[config.mk]
export PLATFORM = sky130hd
export DESIGN_NAME = mux_arb_dest
export DESIGN_NICKNAME = d
export VERILOG_FILES = /design/src/rtl/mux_arb_dest.sv
export SDC_FILE = /design/constraint.sdc
export NUM_CORES = 1
export LEC_CHECK = 0
export ABC_AREA = 1
export CAP_MARGIN = 20
export CORE_MARGIN = 2
export CORE_UTILIZATION = 35
export DETAILED_ROUTE_END_ITERATION = 10
export GPL_ROUTABILITY_DRIVEN = 0
export MAX_ROUTING_LAYER = met4
export REMOVE_ABC_BUFFERS = 1
export SYNTH_ARGS = -nofsm -noshare
export SYNTH_HDL_FRONTEND = slang
export SYNTH_SLANG_ARGS = --single-unit
[constraint.sdc]
create_clock -name clk -period 4.6 [get_ports clk]
set_input_delay 1.15 -clock clk [delete_from_list [all_inputs] [get_ports clk]]
set_output_delay 1.15 -clock clk [all_outputs]
set_load 0.005 [all_outputs]
[src/rtl/mux_arb_dest.sv]
// Two-lane merge: per-lane FIFOs drained by a round-robin arbiter onto one
// registered, dest-tagged output stream.
module mux_arb_dest #(
  parameter int BITNUMBER = 5,
  parameter int DEPTH     = 4,
  parameter int AFULL_TH  = 3
) (
  input  logic                 clk,
  input  logic                 reset,
  input  logic [BITNUMBER-1:0] data_in0,
  input  logic                 valid_in0,
  input  logic [BITNUMBER-1:0] data_in1,
  input  logic                 valid_in1,
  input  logic                 pause_in,
  output logic [BITNUMBER-1:0] data_out,
  output logic                 valid_out,
  output logic                 dest_out,
  output logic                 almost_full0,
  output logic                 almost_full1,
  output logic                 overflow0,
  output logic                 overflow1
);

  localparam int PW = $clog2(DEPTH);
  localparam int CW = PW + 1;

  logic [BITNUMBER-1:0] mem0 [DEPTH];
  logic [BITNUMBER-1:0] mem1 [DEPTH];
  logic [PW-1:0]        wr_ptr0, wr_ptr1, rd_ptr0, rd_ptr1;
  logic [CW-1:0]        count0, count1;
  logic                 last_grant;

  logic ne0, ne1, full0, full1, wr0, wr1, pop, sel, pop0, pop1;
  logic [BITNUMBER-1:0] head;

  always_comb begin
    ne0   = (count0 != '0);
    ne1   = (count1 != '0);
    full0 = (count0 == CW'(DEPTH));
    full1 = (count1 == CW'(DEPTH));
    wr0   = valid_in0 && !full0;
    wr1   = valid_in1 && !full1;
    pop   = !pause_in && (ne0 || ne1);
    // Under contention the lane not served last time wins.
    sel   = (ne0 && ne1) ? ~last_grant : ne1;
    pop0  = pop && !sel;
    pop1  = pop && sel;
    head  = sel ? mem1[rd_ptr1] : mem0[rd_ptr0];
  end

  assign almost_full0 = (count0 >= CW'(AFULL_TH));
  assign almost_full1 = (count1 >= CW'(AFULL_TH));

  // Storage has no reset; pointers and counts make stale entries unreachable.
  always_ff @(posedge clk) begin
    if (wr0) mem0[wr_ptr0] <= data_in0;
    if (wr1) mem1[wr_ptr1] <= data_in1;
  end

  always_ff @(posedge clk or negedge reset) begin
    if (!reset) begin
      wr_ptr0    <= '0;
      wr_ptr1    <= '0;
      rd_ptr0    <= '0;
      rd_ptr1    <= '0;
      count0     <= '0;
      count1     <= '0;
      last_grant <= 1'b1;
      overflow0  <= 1'b0;
      overflow1  <= 1'b0;
      data_out   <= '0;
      valid_out  <= 1'b0;
      dest_out   <= 1'b0;
    end else begin
      if (wr0) wr_ptr0 <= wr_ptr0 + PW'(1);
      if (wr1) wr_ptr1 <= wr_ptr1 + PW'(1);
      if (pop0) rd_ptr0 <= rd_ptr0 + PW'(1);
      if (pop1) rd_ptr1 <= rd_ptr1 + PW'(1);

      case ({wr0, pop0})
        2'b10:   count0 <= count0 + CW'(1);
        2'b01:   count0 <= count0 - CW'(1);
        default: count0 <= count0;
      endcase
      case ({wr1, pop1})
        2'b10:   count1 <= count1 + CW'(1);
        2'b01:   count1 <= count1 - CW'(1);
        default: count1 <= count1;
      endcase

      if (valid_in0 && full0) overflow0 <= 1'b1;
      if (valid_in1 && full1) overflow1 <= 1'b1;

      // Output register stage
      if (pop) begin
        data_out   <= head;
        valid_out  <= 1'b1;
        dest_out   <= sel;
        last_grant <= sel;
      end else begin
        data_out  <= '0;
        valid_out <= 1'b0;
        dest_out  <= 1'b0;
      end
    end
  end

endmodule
==> impl.org <==
** Run status
- The run finished with clean final reports.

** Clock network
- TritonCTS clock tree :: yes
- Post-cts gate resize count :: 0
- CTS built an H-tree with a depth of 3.
- The clock net in this run drives a total of 64 sinks.
- Clock-pin slew was measured on the worst setup and hold paths at 0.07 ns.
- At the later pin of the worst-skew pair, clock insertion delay measures 0.34 ns.
- CTS Buffer Depth :: 2
- Counting the buffers created by CTS gives 9.
- CTS Hold Bufs :: 0
- CTS placed an instance of clkbuf_8 at the clock tree root.
- In this run the post-CTS setup repair buffer count came out at 0.

** Power
- For this design the ratio of total power to cell area is 616 nW/um^2.
- LEAKAGE :: 1.50 nW
- IR analysis of the VDD net gives a maximum drop of 0.000238 V.
- Power comes to 0.00214 W.

** STA
- The clock arrives with 0.00854 ns of skew.
- Setup repair after global routing missed its margin :: no
- Headroom to the max-slew limit came out at 53.7%.
- Final setup violation count :: 0
- For the pin with the worst max-slew slack, the measured transition is 0.694 ns.
- The count of final max-slew check failures came to 0.
- Total count of hold-check failures in the final report :: 0
- Setup WS post-layout :: 1.86 ns
- Share of the clock period used by the worst path after layout :: 59.6%
- Minimum clock period after layout :: 2.74 ns
- Highest clock rate :: 365 MHz
- After routing, the total negative slack on setup checks comes to 0 ns.

** Synthesis
- The share of the Yosys chip area taken by registers is 61.9%.
- After synthesis the cells add up to 2910 um^2.
- Unique masters post-synth :: 26
- In this run the mean area of a mapped cell was 10.6 um^2.
- YS warnings :: 0
- Synthesis produced 275 cells.
- After synthesis the netlist holds a flip-flop and latch count of 64.

** Global route
- Overflow left after global routing :: 0
- Initial antenna violation count :: 0
- Global-route wire length before repair :: 8.34 mm
- Global-route usage over all layers :: 12.9%
- Maximum number of pins on one net before global-route repair :: 24
- The number of global-route vias before repair was 1823.

** Floorplan
- Horiz. Die Dim :: 95.2 um
- Number of top-level design ports :: 26
- Height of the chip :: 95.2 um
- Row cnt :: 33
- Area enclosed by the die boundary :: 9070 um^2
- Placeable core area :: 8130 um^2
- Initial core utilization :: 35.8%

** Min path
- The path class of the tightest hold or removal check is reg -> reg.

** Setup path
- Critical Setup Path Class :: reg -> out
- Arrival time at the worst endpoint :: 1.59 ns
- In this run the worst path has a maximum fanout of 3.
- STA classifies the critical path startpoint as a flop.
- STA puts the critical path data required time at 3.45 ns.
- STA classifies the critical path endpoint as an output pin.

** Layout
- For this run, the post-layout net count is 333.
- Fill cells in the final layout number 774.
- Share of the core filled with cells :: 42.7%
- From synthesis to final layout, the design area changed by 19.1%.
- Fin area :: 3470 um^2
- 0 antenna diodes ended up in the layout.
- Share of post-route cells with drive strength above 1 :: 10.6%

** Placement
- Estimated wirelength of the detail-placed design :: 3.50 mm
- OpenSTA, run right after detailed placement, puts the worst setup slack at 1.49 ns.
- The count of buffers added on input and output ports is 25.
- The placed instances occupy a cell area of 3290 um^2.

** Route
- Average wire per standard cell :: 11.5 um
- DRT antenna net count :: 0
- For this block, the via count after detailed routing is 1804.
- In this run, the number of DRC markers left after iteration 0 of detailed routing was 103.
- Wires add up to 4.78 mm.
- Total DRC errors in the routed layout :: 0
- Post-DR vias/cell :: 4.34
- DR pass1 iterations :: 4

** Job
- Max-cap violations in this run came to 0.
-- worst max-delay path, cell delays in order (launching register included) --
cell	delay, ns
dfrtp_1	0.42
inv_1	0.09
o21ai_0	0.20
clkdlybuf4s50_1	0.54
-- layout by cell type (no fill, tap or decap) --
cell type	instances
o21ai_4	1
clkinv_2	4
xnor2_1	3
clkinv_1	1
nor2_4	2
dfrtp_1	23
ha_1	10
inv_2	3
edfxtp_1	40
dfstp_2	1
bufinv_16	1
clkinv_4	2
clkdlybuf4s50_1	25
o21ai_1	1
buf_16	1
nand3_4	2
a31o_2	1
nor2_1	41
fa_1	2
a41o_1	1
nand2_1	63
clkbuf_8	9
a21oi_1	14
nand3_1	8
nand2_4	4
nor2_2	1
inv_1	34
xor2_1	5
nand2_2	1
o21ai_0	7
-- kinds of logic (layout without fill, tap and decap cells) --
| kind of cell | count (synthesis) | after routing | synth area share, % |
|---|---|---|---|
| buf+inv | 44 | 80 | 6.35 |
| flops | 64 | 64 | 61.9 |
| compound gates | 25 | 25 | 4.98 |
| fa+ha+maj | 12 | 12 | 5.67 |
| xor+xnor | 8 | 8 | 2.40 |
| simple gates | 122 | 122 | 18.7 |
-- worst paths after layout --
path	startpoint	to	slack (ns)	cells after the start
worst min register to register	overflow0	overflow0	0.47	1
max in group asynchronous	reset	data_out[1]	2.98	2
worst max-delay path	count0[0]	almost_full0	1.86	3
worst max register to register	count1[0]	count0[2]	2.52	11
worst min-delay path	overflow0	overflow0	0.47	1
min in group asynchronous	reset	count0[0]	1.16	1
-- layer usage --
layer  share of wire [%]  GRT usage (%)  vias up
met3                 4.2           4.51        5
met1                  50           15.9      831
met2                  45           19.5       30
met5                   0              -        -
li1                    -              -      938
met4                 1.4           4.71        0
-- cell type report --
cell class                 instances  area, um^2  share of cell area [%]
multi-input combinational        167         926                    26.7
clock inverter                     7        62.6                    1.80
inverter                          38         148                    4.25
sequential                        64        1800                    51.9
tap                              105         131                    3.78
timing repair buffer              26         278                    8.00
clock buffer                       9         124                    3.57
-- Yosys cell counts --
master     n  area [um^2]
nand3_1    8         40.0
clkinv_4   1         8.76
o21ai_0    7         35.0
nor2_4     2         22.5
inv_2      3         11.3
xor2_1     5         43.8
nor2_2     1         6.26
nor2_1    41          154
o21ai_1    1         5.00
ha_1      10          125
nand2_4    4         45.0
inv_1     34          128
edfxtp_1  40         1200
buf_2      3         15.0
xnor2_1    3         26.3
a21oi_1   14         70.1
o21ai_4    1         16.3
nand2_1   63          236
a31o_2     1         8.76
dfrtp_1   23          576
buf_4      3         22.5
dfstp_2    1         26.3
fa_1       2         40.0
a41o_1     1         10.0
nand3_4    2         35.0
nand2_2    1         6.26
-- power by group --
group	internal, W	switching, W	total (W)
combinational	0.000311	0.000451	0.000762
clock	0.000245	0.000212	0.000458
sequential	0.000787	0.000133	0.000920
total	0.00134	0.000796	0.00214
-- through the flow --
step	instances	hold WS [ns]
global route	416	0.499
detailed placement	400	0.458
global placement	399	0.450
floorplan	269	0.460
CTS	416	0.478
finish	416	0.472
-- state kept, by name (all words and copies together) (netlist names) --
register    flops
count0          3
last_grant      1
overflow1       1
data_out        5
mem1           20
wr_ptr0         2
overflow0       1
wr_ptr1         2
rd_ptr0         2
dest_out        1
valid_out       1
mem0           20
count1          3
rd_ptr1         2
Power figures use the tool's default switching activity.
